**config.mk**
```make
export PLATFORM = sky130hd
export DESIGN_NAME = modulo_corrector_secded_flat
export DESIGN_NICKNAME = d
export VERILOG_FILES = /design/src/rtl/modulo_corrector_secded_if.sv /design/src/rtl/modulo_corrector_secded.sv /design/src/flat_wrapper.sv
export SDC_FILE = /design/constraint.sdc
export NUM_CORES = 1
export LEC_CHECK = 0
export ABC_AREA = 1
export ABC_CLOCK_PERIOD_IN_PS = 3400
export BUFFER_PORTS_ARGS = -buffer_cell sky130_fd_sc_hd__buf_4
export CAP_MARGIN = 15
export CORE_MARGIN = 10
export CORE_UTILIZATION = 59
export CTS_CLUSTER_SIZE = 28
export DETAILED_ROUTE_END_ITERATION = 6
export GPL_TIMING_DRIVEN = 0
export HOLD_SLACK_MARGIN = 0.1
export PLACE_DENSITY = 0.82
export REMOVE_ABC_BUFFERS = 1
export SLEW_MARGIN = 20
export SYNTH_ARGS = -nofsm -noshare
export SYNTH_HDL_FRONTEND = slang
export SYNTH_SLANG_ARGS = --single-unit
```
**constraint.sdc**
```tcl
create_clock -name clk -period 3.4 [get_ports clk]
set_input_delay 0 -clock clk [delete_from_list [all_inputs] [get_ports clk]]
set_output_delay 0 -clock clk [all_outputs]
set_load 0.01 [all_outputs]
```
**src/rtl/modulo_corrector_secded_if.sv**
```systemverilog
// SECDED corrector stream bundle: codeword in, corrected data and flags out.
// Latency: none (wires only).
// Backpressure: valid/ready on both sides; slave is the corrector, master the neighbour.
interface modulo_corrector_secded_if #(
  parameter int DATA_W = 4
);
  localparam int P_W  = (DATA_W == 4) ? 3 : (DATA_W == 11) ? 4 : 5;
  localparam int CW_W = DATA_W + P_W + 1;

  logic              in_valid;
  logic              in_ready;
  logic [CW_W-1:0]   in_cw;
  logic              out_valid;
  logic              out_ready;
  logic [DATA_W-1:0] out_data;
  logic [P_W-1:0]    out_sindrome;
  logic              out_error;
  logic              out_corregido;
  logic              out_doble;

  modport slave (
    input  in_valid, in_cw, out_ready,
    output in_ready, out_valid, out_data, out_sindrome,
           out_error, out_corregido, out_doble
  );

  modport master (
    output in_valid, in_cw, out_ready,
    input  in_ready, out_valid, out_data, out_sindrome,
           out_error, out_corregido, out_doble
  );
endinterface

```
**src/rtl/modulo_corrector_secded.sv**
```systemverilog
// Extended-Hamming SECDED corrector with saturating corrected/double-error counters.
// Latency: 2 cycles input handshake to out_valid; one word per cycle sustained.
// Backpressure: out_ready low freezes S2 and S1; in_ready drops only when both stages hold words.
module modulo_corrector_secded #(
  parameter int DATA_W = 4,
  parameter int CNT_W  = 8
) (
  input  logic                  clk,
  input  logic                  rst_n,
  modulo_corrector_secded_if.slave bus,
  input  logic                  clr_cnt,
  output logic [CNT_W-1:0]      cnt_simple,
  output logic [CNT_W-1:0]      cnt_doble
);
  localparam int P_W  = (DATA_W == 4) ? 3 : (DATA_W == 11) ? 4 : 5;
  localparam int CW_W = DATA_W + P_W + 1;

  // Stage 1: raw codeword plus its syndrome and overall parity
  logic              r_s1_vld;
  logic [CW_W-1:0]   r_s1_cw;
  logic [P_W-1:0]    r_s1_syn;
  logic              r_s1_gp;

  // Stage 2: corrected data and classification, drives the outputs directly
  logic              r_s2_vld;
  logic [DATA_W-1:0] r_s2_data;
  logic [P_W-1:0]    r_s2_syn;
  logic              r_s2_corr;
  logic              r_s2_doble;

  logic              w_s1_adv;
  logic              w_in_hs;
  logic              w_out_hs;
  logic [P_W-1:0]    w_syn;
  logic              w_gp;
  logic [CW_W-1:0]   w_flip;
  logic [CW_W-1:0]   w_cw_fix;
  logic [DATA_W-1:0] w_data;
  logic              w_corr;
  logic              w_doble;

  // S1 may move forward whenever S2 is empty or being drained this cycle
  assign w_s1_adv      = !r_s2_vld || bus.out_ready;
  assign bus.in_ready  = !r_s1_vld || w_s1_adv;
  assign w_in_hs       = bus.in_valid && bus.in_ready;
  assign w_out_hs      = r_s2_vld && bus.out_ready;

  assign bus.out_valid     = r_s2_vld;
  assign bus.out_data      = r_s2_data;
  assign bus.out_sindrome  = r_s2_syn;
  assign bus.out_corregido = r_s2_corr;
  assign bus.out_doble     = r_s2_doble;
  assign bus.out_error     = r_s2_corr || r_s2_doble;

  // Syndrome bit j covers every Hamming position (index+1) with bit j set
  always_comb begin
    w_syn = '0;
    for (int k = 0; k < CW_W - 1; k++) begin
      for (int j = 0; j < P_W; j++) begin
        if ((((k + 1) >> j) & 1) == 1) w_syn[j] = w_syn[j] ^ bus.in_cw[k];
      end
    end
  end

  assign w_gp = ^bus.in_cw;

  // Single error inside the Hamming part: syndrome names the position, flip index syn-1
  always_comb begin
    w_flip = '0;
    if ((r_s1_syn != '0) && r_s1_gp) w_flip[r_s1_syn - P_W'(1)] = 1'b1;
  end

  assign w_cw_fix = r_s1_cw ^ w_flip;
  // gp=1 means an odd error count: either a Hamming bit (fixed above) or the parity bit itself
  assign w_corr   = r_s1_gp;
  assign w_doble  = (r_s1_syn != '0) && !r_s1_gp;

  // Gather data bits from non-power-of-two positions, lowest position first
  always_comb begin
    int d;
    w_data = '0;
    d      = 0;
    for (int k = 0; k < CW_W - 1; k++) begin
      if ((((k + 1) & k)) != 0) begin
        w_data[d] = w_cw_fix[k];
        d         = d + 1;
      end
    end
  end

  // Stage 1 register: accepts a new word whenever in_ready is high
  always_ff @(posedge clk or negedge rst_n) begin
    if (!rst_n) begin
      r_s1_vld <= 1'b0;
      r_s1_cw  <= '0;
      r_s1_syn <= '0;
      r_s1_gp  <= 1'b0;
    end else begin
      if (bus.in_ready) r_s1_vld <= bus.in_valid;
      if (w_in_hs) begin
        r_s1_cw  <= bus.in_cw;
        r_s1_syn <= w_syn;
        r_s1_gp  <= w_gp;
      end
    end
  end

  // Stage 2 register: only reloads when S1 advances, so outputs hold under backpressure
  always_ff @(posedge clk or negedge rst_n) begin
    if (!rst_n) begin
      r_s2_vld   <= 1'b0;
      r_s2_data  <= '0;
      r_s2_syn   <= '0;
      r_s2_corr  <= 1'b0;
      r_s2_doble <= 1'b0;
    end else if (w_s1_adv) begin
      r_s2_vld <= r_s1_vld;
      if (r_s1_vld) begin
        r_s2_data  <= w_data;
        r_s2_syn   <= r_s1_syn;
        r_s2_corr  <= w_corr;
        r_s2_doble <= w_doble;
      end
    end
  end

  // Saturating event counters, bumped on output handshake; clear wins over increment
  always_ff @(posedge clk or negedge rst_n) begin
    if (!rst_n) begin
      cnt_simple <= '0;
      cnt_doble  <= '0;
    end else if (clr_cnt) begin
      cnt_simple <= '0;
      cnt_doble  <= '0;
    end else if (w_out_hs) begin
      if (r_s2_corr && (cnt_simple != {CNT_W{1'b1}})) cnt_simple <= cnt_simple + CNT_W'(1);
      if (r_s2_doble && (cnt_doble != {CNT_W{1'b1}})) cnt_doble <= cnt_doble + CNT_W'(1);
    end
  end
endmodule

```
**src/flat_wrapper.sv**
```systemverilog
// flat-port wrapper written by rule: the top's interface ports become plain ports
module modulo_corrector_secded_flat 
#(
  parameter int DATA_W = 4,
  parameter int CNT_W  = 8
)
  (clk, rst_n, clr_cnt, cnt_simple, cnt_doble, bus_in_valid, bus_in_cw, bus_out_ready, bus_in_ready, bus_out_valid, bus_out_data, bus_out_sindrome, bus_out_error, bus_out_corregido, bus_out_doble);
  modulo_corrector_secded_if #(.DATA_W(DATA_W)) bus_i ();
  input  logic clk;
  input  logic rst_n;
  input  logic clr_cnt;
  output logic [CNT_W-1:0] cnt_simple;
  output logic [CNT_W-1:0] cnt_doble;
  input wire logic [$bits(bus_i.in_valid)-1:0] bus_in_valid;
  input wire logic [$bits(bus_i.in_cw)-1:0] bus_in_cw;
  input wire logic [$bits(bus_i.out_ready)-1:0] bus_out_ready;
  output wire logic [$bits(bus_i.in_ready)-1:0] bus_in_ready;
  output wire logic [$bits(bus_i.out_valid)-1:0] bus_out_valid;
  output wire logic [$bits(bus_i.out_data)-1:0] bus_out_data;
  output wire logic [$bits(bus_i.out_sindrome)-1:0] bus_out_sindrome;
  output wire logic [$bits(bus_i.out_error)-1:0] bus_out_error;
  output wire logic [$bits(bus_i.out_corregido)-1:0] bus_out_corregido;
  output wire logic [$bits(bus_i.out_doble)-1:0] bus_out_doble;
  assign bus_i.in_valid = bus_in_valid;
  assign bus_i.in_cw = bus_in_cw;
  assign bus_i.out_ready = bus_out_ready;
  assign bus_in_ready = bus_i.in_ready;
  assign bus_out_valid = bus_i.out_valid;
  assign bus_out_data = bus_i.out_data;
  assign bus_out_sindrome = bus_i.out_sindrome;
  assign bus_out_error = bus_i.out_error;
  assign bus_out_corregido = bus_i.out_corregido;
  assign bus_out_doble = bus_i.out_doble;
  modulo_corrector_secded #(.DATA_W(DATA_W), .CNT_W(CNT_W)) u_core (.clk(clk), .rst_n(rst_n), .bus(bus_i), .clr_cnt(clr_cnt), .cnt_simple(cnt_simple), .cnt_doble(cnt_doble));
endmodule
```
# Word level (Yosys, flattened, before mapping)
# Cells that the tools add are included.
# totals
word_cells,58
in_bits,13
ff_bits,38
# op_classes
magnitude_cmp,2
n_mux,9
eq_ne,2
reduce_logical,21
bitwise,10
addsub,3
# op_table
op,count
$mux 8,6
$add 8x1->8 const B,2
$ne 8x8->1 const B,2
$xor 1x1->1,9
$reduce_xor 8->1,1
$logic_and 1x1->1,7
$mux 7,1
$xor 7x7->7,1
$reduce_and 2->1,3
$reduce_bool 2->1,3
$lt 3x4->1 const B,1
$demux 1 s3,1
$ge 3x1->1 const B,1
$logic_not 1->1,3
$logic_or 1x1->1,3
$reduce_bool 3->1,1
$sub 3x1->3 const B,1
$mux 1,1

# Depth between registers and ports, before layout
# Gate-level depths: netlist of the first run.
# logic_depth
depth_word,7
mapped_depth,9
ltp_nobuf,9

# Worst setup path after synthesis of the first run
# OpenSTA, ideal clock, no wires.
# synth_path
path_kind,register to register
start,reg u_core.r_s1_syn[0]
end,"reg u_core.r_s2_data[3], in the netlist u_core.bus.out_data[3]"
setup_slack_ps,1826
n_path_buf,0
required_ps,3283
arrival_ps,1457
path_stages_with_launch,10
period_less_slack_ps,1574
path_cell_list,dfrtp_1 > inv_1 > ha_1 > ha_1 > inv_1 > nand3_1 > nor2_1 > or2_2 > nand3_1 > nand2_1
# synth_between
elab_chain_len,7
word_cells_on_any_way,10
cone_classes,1 x add/sub; 2 x order compare; 3 x mux; 1 x bitwise; 3 x reduce/logical
# synth_lines
element,line,text
start: declaration,modulo_corrector_secded.sv:21,logic [P_W-1:0] r_s1_syn;
start signal: assignment,modulo_corrector_secded.sv:102,r_s1_syn <= w_syn;
$sub 3x1->3,modulo_corrector_secded.sv:70,if ((r_s1_syn != '0) && r_s1_gp) w_flip[r_s1_syn - P_W'(1)] = 1'b1;
$lt 3x4->1 (not written as such) / $ge 3x1->1 (equally long branches),modulo_corrector_secded.sv:70,
$logic_and 1x1->1 (not written as such),modulo_corrector_secded.sv:70,
$mux 1 (not written as such),modulo_corrector_secded.sv:70,
$demux 1 s3,n/a,
$mux 7 (*),modulo_corrector_secded.sv:70,
$xor 7x7->7 (*),modulo_corrector_secded.sv:73,assign w_cw_fix = r_s1_cw ^ w_flip;
end signal: assignment,modulo_corrector_secded.sv:119,r_s2_data <= w_data;
end: declaration,modulo_corrector_secded.sv:26,logic [DATA_W-1:0] r_s2_data;
# Mark *: on every way between the ends. The rest lies on a longest branch, timed or not.
# A chain may end at the register's enable or synchronous reset.

# Worst setup path after layout of the first run
# layout_path
start,reg u_core.cnt_doble[0]
end,reg u_core.cnt_doble[2]
# layout_between
elab_chain_len,4
word_cells_on_any_way,8
cone_classes,1 x add/sub; 1 x eq/ne; 3 x mux; 3 x reduce/logical
# layout_lines
element,line,text
start: declaration,modulo_corrector_secded.sv:13,output logic [CNT_W-1:0] cnt_doble
start signal: assignment,modulo_corrector_secded.sv:137,if (r_s2_doble && (cnt_doble != {CNT_W{1'b1}})) cnt_doble <= cnt_doble + CNT_W'(1);
$add 8x1->8 / $ne 8x8->1 (equally long branches),modulo_corrector_secded.sv:137,
$mux 8 / $logic_and 1x1->1 (equally long branches),modulo_corrector_secded.sv:137,
$mux 8 / $reduce_bool 2->1 (equally long branches),n/a,
$mux 8 / $reduce_and 2->1 (equally long branches),n/a,
# Several ways; a longest one is shown, not always the timed one. The select of a mux whose other input is x is not followed.

==> impl_metrics.yaml, run 1 <==
logic_synthesis:
  synth.most_common_cell: "nand2_1"
  syn_avg_cell_area_sq_um: 7.572
  yosys_warnings: 0
  synth_edf_count: 0
  synthFlopType: "dfrtp_1"
  ys_top_cells_by_count: "91 x nand2_1, 35 x dfrtp_1, 30 x inv_1"
  netlist_area_sq_um: 2037
  synth_area_leaders: "dfrtp_1 43%, nand2_1 17%, inv_1 5.5%, nand3_1 4.9%, o21ai_1 4.2%"
  synth_top_area_share_pct: 43.00
  synthCells: 269
  netlist-cell-type-count: 26
  yosysSeqAreaShare_pct: 43.00
  synth_top_area_cell: "dfrtp_1"
  ys_ff_latch: 35
  ys_async_sr_fraction_pct: 100.0
critical_path:
  slowest_delay_ns: 0.55
  slowest_stage: "dlygate4sd3_1"
  cp-start-kind: "flop"
  critPathArrivalTime_ns: 2.24
  cp.required_ns: 3.64
  end_kind: "flop"
  crit_top_cell: "nand2_1"
  reg2reg_from: "u_core.cnt_doble[0]"
  worst-setup-path-type: "reg -> reg"
  path_cells: "ha_1 > nand2_2 > nor2_4 > a21oi_4 > nor2_2 > nand2_1 > nand2_1 > dlygate4sd3_1"
  path_max_fanout: 10
  cp-startpoint: "u_core.cnt_doble[0]"
place:
  place_congestion: 0.8318
  dp_hpwl_microns: 3402
  dp_cells: 352
  placed_area_sq_um: 2375
  io_buffers: 40
sta:
  fmax_mhz: 499.4
  slew_headroom_pct: 70.57
  tightest_slew_ns: 0.4403
  slew_viol_final: 0
  hold_viol: 0
  finalCriticalPeriod_ns: 2.002
  setup_tns_ns: 0
  finalCritPeriodShare_pct: 58.90
  rsz0062_at_grt: "no"
  setup_viol: 0
  finalClockSkew_ns: 0.01053
floorplan:
  die_area_sq_um: 6202
  rows: 21
  start_util_pct: 61.04
  die_y_microns: 78.76
  ioPinCount: 41
  core_region_area_sq_um: 3337
  die-width_microns: 78.76
clocking:
  clkSlewWorstSetupHoldPaths_ns: 0.11
  cts_made_buffers: 5
  hold_buffers: 11
  clockBufferDepth: 2
  htree_levels: 2
  clk_latency_ns: 0.34
  root_buffer: "clkbuf_4"
  post_cts_buffers: 0
  clock-sinks: 35
  ctsResizeCount: 0
  cts_tree: "yes"
grt:
  track_usage_pct: 15.67
  antenna_found_initial: 0
  grt_max_degree: 36
  grt_pass1_vias: 1825
  gr-total-overflow: 0
  grt_pass1_wl_microns: 8121
routing:
  drc: 0
  avgRoutedWirePerCell_microns: 12.48
  dr.pass1.iters: 4
  detail-route-antenna-nets: 0
  viasPerCell: 5.159
  drt_iter0_drc: 143
  routed_wl_microns: 4631
  vias: 1914
flow_run:
  maxCapViolations: 0
cells_and_area:
  final_nets: 341
  finalNonFillerCells: 371
  fillers: 242
  fin_area_sq_um: 2535
  antenna_cells: 0
  area_delta_synth_final_pct: 24.45
  drive_gt1_share_pct: 22.77
power_and_ir_drop:
  ir_worst_vdd_mv: 0.2183
  power.total_mw: 1.118
  power.density_nw_per_um2: 441.1
  p_leak_nw: 1.365
run_status:
  status: "finished clean"
hold_path:
  hold_class: "in -> async"
## cell families (layout without fill, tap and decap cells)
kind of cell | Yosys count | count (layout) | share of synthesized area, %
flops | 35 | 35 | 43.00
fa+ha+maj | 4 | 4 | 2.457
compound gates | 32 | 32 | 10.07
buf+inv | 39 | 95 | 7.616
simple gates | 151 | 151 | 33.42
xor+xnor | 8 | 8 | 3.440
## final cells by class
| class | instances | area [sq um] | area share, % |
|---|---|---|---|
| well taps | 46 | 57.56 | 2.270 |
| repair buffers | 51 | 410.4 | 16.19 |
| clock inverters | 1 | 5.005 | 0.1974 |
| flip-flops and latches | 35 | 875.8 | 34.55 |
| inverters | 36 | 135.1 | 5.331 |
| clock buffers | 7 | 45.04 | 1.777 |
| multi-input cells | 195 | 1006 | 39.68 |
## sequential cells by signal, summed over array words and instances, names as in the netlist
signal	flops
u_core.cnt_doble	8
u_core.cnt_simple	8
u_core.bus.out_corregido	1
u_core.r_s1_cw	4
u_core.r_s1_syn	3
u_core.bus.out_sindrome	3
u_core.r_s1_vld	1
u_core.bus.out_doble	1
u_core.r_s1_gp	1
u_core.bus.out_data	4
u_core.bus.out_valid	1
## report_power, final
group | switching (mW) | internal, mW | total, mW | leakage [nW]
clock network | 0.138 | 0.0806 | 0.218 | 0.0293
logic | 0.200 | 0.164 | 0.364 | 0.885
registers | 0.0534 | 0.483 | 0.536 | 0.451
total | 0.391 | 0.727 | 1.12 | 1.37
## routing by layer
| metal | GRT usage [%] | share of wire [%] | vias up |
|---|---|---|---|
| li1 | - | - | 955 |
| met1 | 16.42 | 40 | 901 |
| met2 | 29.11 | 52 | 50 |
| met3 | 4.279 | 5.8 | 8 |
| met4 | 5.914 | 1.9 | 0 |
| met5 | 0 | 0 | - |
## per-stage QoR
stage	hold WS, ns	utilization (%)	setup slack, ns
final	0.1144	75.97	1.398
after global routing	0.1490	75.97	1.283
after CTS	0.1375	75.97	1.409
after detailed placement	-0.02499	71.17	1.701
after global placement	-0.02490	71.17	1.733
after floorplan	-0.2956	-	1.826
## layout by cell type (no fill, tap or decap), types with 2 or more instances in the layout
cell type / netlist / routed
o21ai_0: 2 / 2
xnor2_1: 2 / 2
a31oi_1: 2 / 2
inv_1: 30 / 30
nor2_1: 17 / 17
clkbuf_4: 0 / 5
dlygate4sd3_1: 0 / 11
a21oi_2: 2 / 2
clkbuf_1: 0 / 2
xor2_1: 6 / 6
dfrtp_1: 35 / 35
nand3_1: 20 / 20
nand4_1: 5 / 5
nor2_2: 3 / 3
o21ai_1: 17 / 17
or2_2: 4 / 4
nand2_1: 91 / 91
nor2_4: 4 / 4
nand2_2: 4 / 4
nand3_2: 3 / 3
a21oi_1: 2 / 2
o21bai_1: 2 / 2
buf_4: 2 / 40
a21oi_4: 2 / 2
inv_2: 6 / 6
o211ai_1: 2 / 2
ha_1: 4 / 4
## worst max-delay path, delay by kind of cell (launching register included)
family,cells,cell delay [ns]
fa+ha+maj,1,0.23
flops,1,0.43
simple gates,5,0.39
buf+inv,1,0.55
compound gates,1,0.30
## path summary, 6_finish.rpt
path | to | slack, ns | cells after the start
worst max-delay path | u_core.cnt_doble[2] | 1.40 | 8
worst min-delay path | u_core.cnt_doble[3] | 0.11 | 2
worst max register to register | u_core.cnt_doble[2] | 1.40 | 8
worst min register to register | u_core.r_s1_gp | 0.50 | 2
max in group asynchronous | u_core.cnt_simple[6] | 2.95 | 2
min in group clk | u_core.r_s1_vld | 0.15 | 3
Note: power is estimated with default switching activity, not from simulation.
==> run 2: changes to the inputs <==
- ABC_CLOCK_PERIOD_IN_PS: 3400 -> 1800
- CORE_UTILIZATION: 59 -> 49
- PLACE_DENSITY: 0.82 -> 0.72
- clock period: 3.4 -> 1.8 ns (I/O delays scaled with it)
==> run 2 against run 1 <==
  * Largest cell class unchanged
  * First-iteration DRC count decreased by 31%
  * Largest power group unchanged
  * Critical path type unchanged
  * Count of clock-buffer cells in the layout unchanged
  * Combinational power grew 87%
  * Non-clock buffer count down 4
  * Wire length down 3.0%
  * Die area grew 15%
  * Core utilization decreased by 13 points
==> impl_metrics.yaml, run 2 (synthesis gave the netlist of run 1 again) <==
clocking:
  clk_latency_ns: 0.28
  cts_tree: "yes"
  htree_levels: 2
  post_cts_buffers: 0
  root_buffer: "clkbuf_8"
  cts_made_buffers: 5
  clkSlewWorstSetupHoldPaths_ns: 0.07
  clock-sinks: 35
  clockBufferDepth: 2
cells_and_area:
  area_delta_synth_final_pct: 24.45
  fin_area_sq_um: 2535
  antenna_cells: 0
  fillers: 358
  seqCellArea_sq_um: 877.1
  drive_gt1_share_pct: 23.68
  final_cell_mix: "91 x nand2_1, 40 x buf_4, 34 x dfrtp_1"
  multi_input_area_sq_um: 1008
  finalNonFillerCells: 371
  layout_commonest_cell: "nand2_1"
  final_nets: 337
  reg_top3: "u_core.cnt_doble x8, u_core.cnt_simple x8"
routing:
  vias: 1837
  routed_wl_microns: 4494
  drt_iter0_drc: 98
  dr.pass1.iters: 5
  detail-route-antenna-nets: 0
  avgRoutedWirePerCell_microns: 12.11
  viasPerCell: 4.951
  drc: 0
grt:
  grt_pass1_wl_microns: 7686
  grt_max_degree: 36
  antenna_found_initial: 0
  track_usage_pct: 12.58
  grt_pass1_vias: 1736
  gr-total-overflow: 0
floorplan:
  die_y_microns: 84.48
  ioPinCount: 41
  core_region_area_sq_um: 4000
  rows: 23
  start_util_pct: 50.92
  die-width_microns: 84.48
  die_area_sq_um: 7136
power_and_ir_drop:
  power.density_nw_per_um2: 884.7
  ir_worst_vdd_mv: 0.3497
  pwr-share-seq_pct: 45.4
  swShare_pct: 33.46
  p_leak_nw: 1.358
  power.share.clock_pct: 24.1
  p_comb_share_pct: 30.4
  internal_power_mw: 1.492
  switchingPower_uw: 750.5
critical_path:
  critPathArrivalTime_ns: 1.86
  cp.required_ns: 1.98
  end_kind: "flop"
  path_max_fanout: 6
  cp-start-kind: "flop"
  slowest_stage: "dfrtp_2"
  path_cells: "inv_1 > ha_1 > ha_1 > inv_1 > nand3_1 > nor2_1 > or2_2 > nand3_1 > nand2_1"
  slowest_delay_ns: 0.40
  worst-setup-path-type: "reg -> reg"
sta:
  slew_headroom_pct: 70.74
  finalCriticalPeriod_ns: 1.679
  finalCritPeriodShare_pct: 93.30
  tightest_slew_ns: 0.4389
  fmax_mhz: 595.4
  slew_viol_final: 0
  hold_viol: 0
  finalClockSkew_ns: 0.006817
  setup_viol: 0
flow_run:
  maxCapViolations: 0
hold_path:
  hold_class: "in -> reg"
place:
  io_buffers: 40
  dp_hpwl_microns: 3390
  dp_cells: 356
  placed_area_sq_um: 2380
  place_congestion: 0.7548
run_status:
  status: "finished clean"
## run 2: cell count changes in the layout (fill, tap and decap cells not counted), sizes merged
cell / previous run / this run
dlygate4sd3: 11 / 7
## run 2: path summary, 6_finish.rpt
path | startpoint | endpoint | slack [ns] | depth (start not counted)
max | u_core.r_s1_syn[0] | u_core.bus.out_data[3] | 0.12 | 9
min | bus_in_cw[0] | u_core.r_s1_syn[0] | 0.13 | 5
max reg2reg | u_core.r_s1_syn[0] | u_core.bus.out_data[3] | 0.12 | 9
min reg2reg | u_core.bus.out_data[0] | u_core.bus.out_data[0] | 0.49 | 2
max in group asynchronous | rst_n | u_core.r_s1_syn[0] | 1.26 | 2
min in group asynchronous | rst_n | u_core.cnt_doble[7] | 0.19 | 2
## run 2: what timing repair did
action	CTS	global route
resized for setup	0	2
endpoints found under the hold margin	49	0
setup endpoints to repair	0	4
hold buffers	7	0
## run 2: final cells by class
class                   instances  share of cell area, %
multi-input cells             195                  39.78
flip-flops and latches         35                  34.60
repair buffers                 47                  14.61
inverters                      36                  5.331
clock buffers                   7                  3.011
well taps                      50                  2.468
clock inverters                 1                 0.1974
## run 2: power groups by stage
stage	logic [mW]	registers, mW	clock network, mW
floorplan	0.344	1.06	0
global placement	0.660	1.03	0
detailed placement	0.673	1.03	0
CTS	0.686	1.02	0.559
global route	0.769	1.04	0.598
finish	0.682	1.02	0.542
## run 2: metrics by stage
step	setup TNS (ns)	setup slack (ns)	power, mW	hold slack (ns)	utilization, %
after floorplan	0	0.2256	1.400	-0.2956	-
after global placement	0	0.1183	1.689	-0.02168	59.49
after detailed placement	0	0.09830	1.706	-0.02178	59.49
after CTS	0	0.08401	2.264	0.1185	63.28
after global routing	-0.01718	-0.01718	2.406	0.1401	63.37
final	0	0.1205	2.243	0.1262	63.37
## run 2: routing by layer
layer | up-vias | part of all wire (%) | track usage (%)
met4 | 0 | 1.3 | 4.491
met5 | - | 0 | 0
li1 | 957 | - | -
met2 | 44 | 50 | 22.41
met3 | 8 | 6.7 | 4.155
met1 | 828 | 42 | 13.56
## run 2: worst max-delay path, delay by kind of cell (launching register included)
family                   cells  cell delay [ns]
flip-flops                   1             0.40
buffers and inverters        2             0.14
adder cells (fa/ha/maj)      2             0.53
AND/OR/NAND/NOR              5             0.50
==> run 3: changes to the inputs <==
- CORE_MARGIN: 10 -> 4
==> run 3 against run 2 <==
  * Combinational power is essentially flat
  * Power grew 0.77%
  * First-iteration DRC count grew 20%
  * Clock skew shrank 0.0022 ns
  * Via count grew 1.0%
  * Count of clock-buffer cells in the layout shrank 1
  * Sequential share of layout area shrank 0.22 points
  * Largest cell class unchanged
  * Setup slack lost 0.026 ns
  * Fmax shrank 1.5%
  * Cell area grew 0.49%
  * Die area shrank 26%
  * Global-route usage grew 4.8 points
==> impl_metrics.yaml, run 3 (synthesis gave the netlist of run 1 again) <==
clocking:
  clk_latency_ns: 0.28
  clock-sinks: 35
  clockBufferDepth: 2
  root_buffer: "clkbuf_8"
  cts_made_buffers: 5
  htree_levels: 2
  cts_tree: "yes"
  clkSlewWorstSetupHoldPaths_ns: 0.06
sta:
  tightest_slew_ns: 0.4311
  slew_headroom_pct: 71.26
  finalCritPeriodShare_pct: 94.75
  rsz0062_at_grt: "no"
  hold_viol: 0
  finalClockSkew_ns: 0.004575
  slew_viol_final: 0
  setup_viol: 0
  fmax_mhz: 586.3
  finalCriticalPeriod_ns: 1.706
  fin_ws_ns: 0.09445
  setup_tns_ns: 0
critical_path:
  ff2ff_path_depth: 9
  slowest_stage: "dfrtp_1"
  cp-start-kind: "flop"
  end_kind: "flop"
  path_cells: "inv_1 > ha_1 > ha_1 > inv_1 > nand3_1 > nor2_1 > or2_2 > nand3_1 > nand2_1"
  critPathArrivalTime_ns: 1.88
  path_max_fanout: 5
  cp.required_ns: 1.97
  worst-setup-path-type: "reg -> reg"
  slowest_delay_ns: 0.42
power_and_ir_drop:
  power.share.clock_pct: 24.8
  power.density_nw_per_um2: 887.2
  pwr-share-seq_pct: 45.1
  p_leak_nw: 1.368
  ir_worst_vdd_mv: 0.4039
  switchingPower_uw: 735.8
  swShare_pct: 32.56
  p_comb_share_pct: 30.1
  internal_power_mw: 1.524
cells_and_area:
  reg_top3: "u_core.cnt_doble x8, u_core.cnt_simple x8"
  antenna_cells: 0
  multi_input_area_sq_um: 1008
  final_nets: 338
  final_cell_mix: "91 x nand2_1, 41 x buf_4, 35 x dfrtp_1"
  area_delta_synth_final_pct: 25.06
  fillers: 365
  drive_gt1_share_pct: 23.99
  seqCellArea_sq_um: 875.8
  layout_commonest_cell: "nand2_1"
floorplan:
  die_y_microns: 72.48
  die_area_sq_um: 5253
  core_region_area_sq_um: 4000
  rows: 23
  start_util_pct: 50.92
  ioPinCount: 41
  die-width_microns: 72.48
place:
  io_buffers: 40
  place_congestion: 0.7830
  dp_hpwl_microns: 3182
  dp_slack_ns: 0.08158
routing:
  drt_iter0_drc: 118
  dr.pass1.iters: 4
  avgRoutedWirePerCell_microns: 11.46
  viasPerCell: 5.003
  detail-route-antenna-nets: 0
  vias: 1856
  routed_wl_microns: 4253
  drc: 0
grt:
  grt_pass1_vias: 1754
  grt_pass1_wl_microns: 7265
  antenna_found_initial: 0
  track_usage_pct: 17.38
  gr-total-overflow: 0
  grt_max_degree: 36
run_status:
  status: "finished clean"
hold_path:
  hold_class: "in -> reg"
  min_path_cells: 5
flow_run:
  maxCapViolations: 0
==> run 3: cell types whose count changed in the layout (fill, tap and decap cells not counted) <==
cell,previous run,this run
dfrtp_2,1,0
clkbuf_1,2,0
buf_4,40,41
dfrtp_1,34,35
clkbuf_8,5,6
==> run 3: repair_timing <==
| item | CTS | global route |
|---|---|---|
| endpoints found under the setup margin | 0 | 2 |
| endpoints found under the hold margin | 49 | 0 |
| hold buffers | 7 | 0 |
| buffers inserted | 0 | 1 |
| gates resized for setup | 0 | 1 |
==> run 3: cell type report <==
cell class / instances / area share [%]
Clock buffer: 6 / 3.242
Clock inverter: 1 / 0.1965
Inverter: 36 / 5.305
Multi-Input combinational cell: 195 / 39.59
Sequential cell: 35 / 34.38
Tap cell: 50 / 2.456
Timing Repair Buffer: 48 / 14.83
==> run 3: critical path, delay by kind of cell, from the launching register on <==
family	cells	cell delay [ns]
fa+ha+maj	2	0.53
buf+inv	2	0.15
flops	1	0.42
simple gates	5	0.51
==> run 3: power groups by stage <==
stage | logic (mW) | registers [mW] | clock network [mW]
6_report | 0.680 | 1.02 | 0.561
5_1_grt | 0.770 | 1.04 | 0.611
4_1_cts | 0.682 | 1.02 | 0.583
3_5_place_dp | 0.667 | 1.03 | 0
3_3_place_gp | 0.652 | 1.03 | 0
2_1_floorplan | 0.344 | 1.06 | 0
==> run 3: final timing paths <==
| path | start | to | slack, ns |
|---|---|---|---|
| worst max-delay path | u_core.r_s1_syn[0] | u_core.bus.out_data[3] | 0.09 |
| worst min-delay path | bus_in_cw[1] | u_core.r_s1_syn[1] | 0.13 |
| worst max register to register | u_core.r_s1_syn[0] | u_core.bus.out_data[3] | 0.09 |
| worst min register to register | u_core.bus.out_data[0] | u_core.bus.out_data[0] | 0.48 |
| max in group asynchronous | rst_n | u_core.r_s1_vld | 1.29 |
| min in group asynchronous | rst_n | u_core.cnt_doble[7] | 0.20 |
==> run 3: per-stage QoR <==
| step | power, mW | hold WS (ns) | std cells | instance area [sq um] | utilization [%] |
|---|---|---|---|---|---|
| 6_report | 2.260 | 0.1287 | 371 | 2547 | 63.68 |
| 5_1_grt | 2.417 | 0.1516 | 371 | 2547 | 63.68 |
| 4_1_cts | 2.285 | 0.1211 | 370 | 2537 | 63.43 |
| 3_5_place_dp | 1.701 | -0.02374 | 356 | 2380 | 59.49 |
| 3_3_place_gp | 1.680 | -0.01902 | 356 | 2380 | 59.49 |
| 2_1_floorplan | 1.400 | -0.2956 | 266 | 2017 | - |
==> run 3: metal layers <==
metal / wire length [microns] / vias to the layer above / GRT usage [%]
met3: 200 / 9 / 2.770
met2: 2178 / 40 / 31.45
met1: 1782 / 859 / 19.44
met4: 91 / 0 / 9.221
li1: - / 948 / -
met5: 0 / - / 0
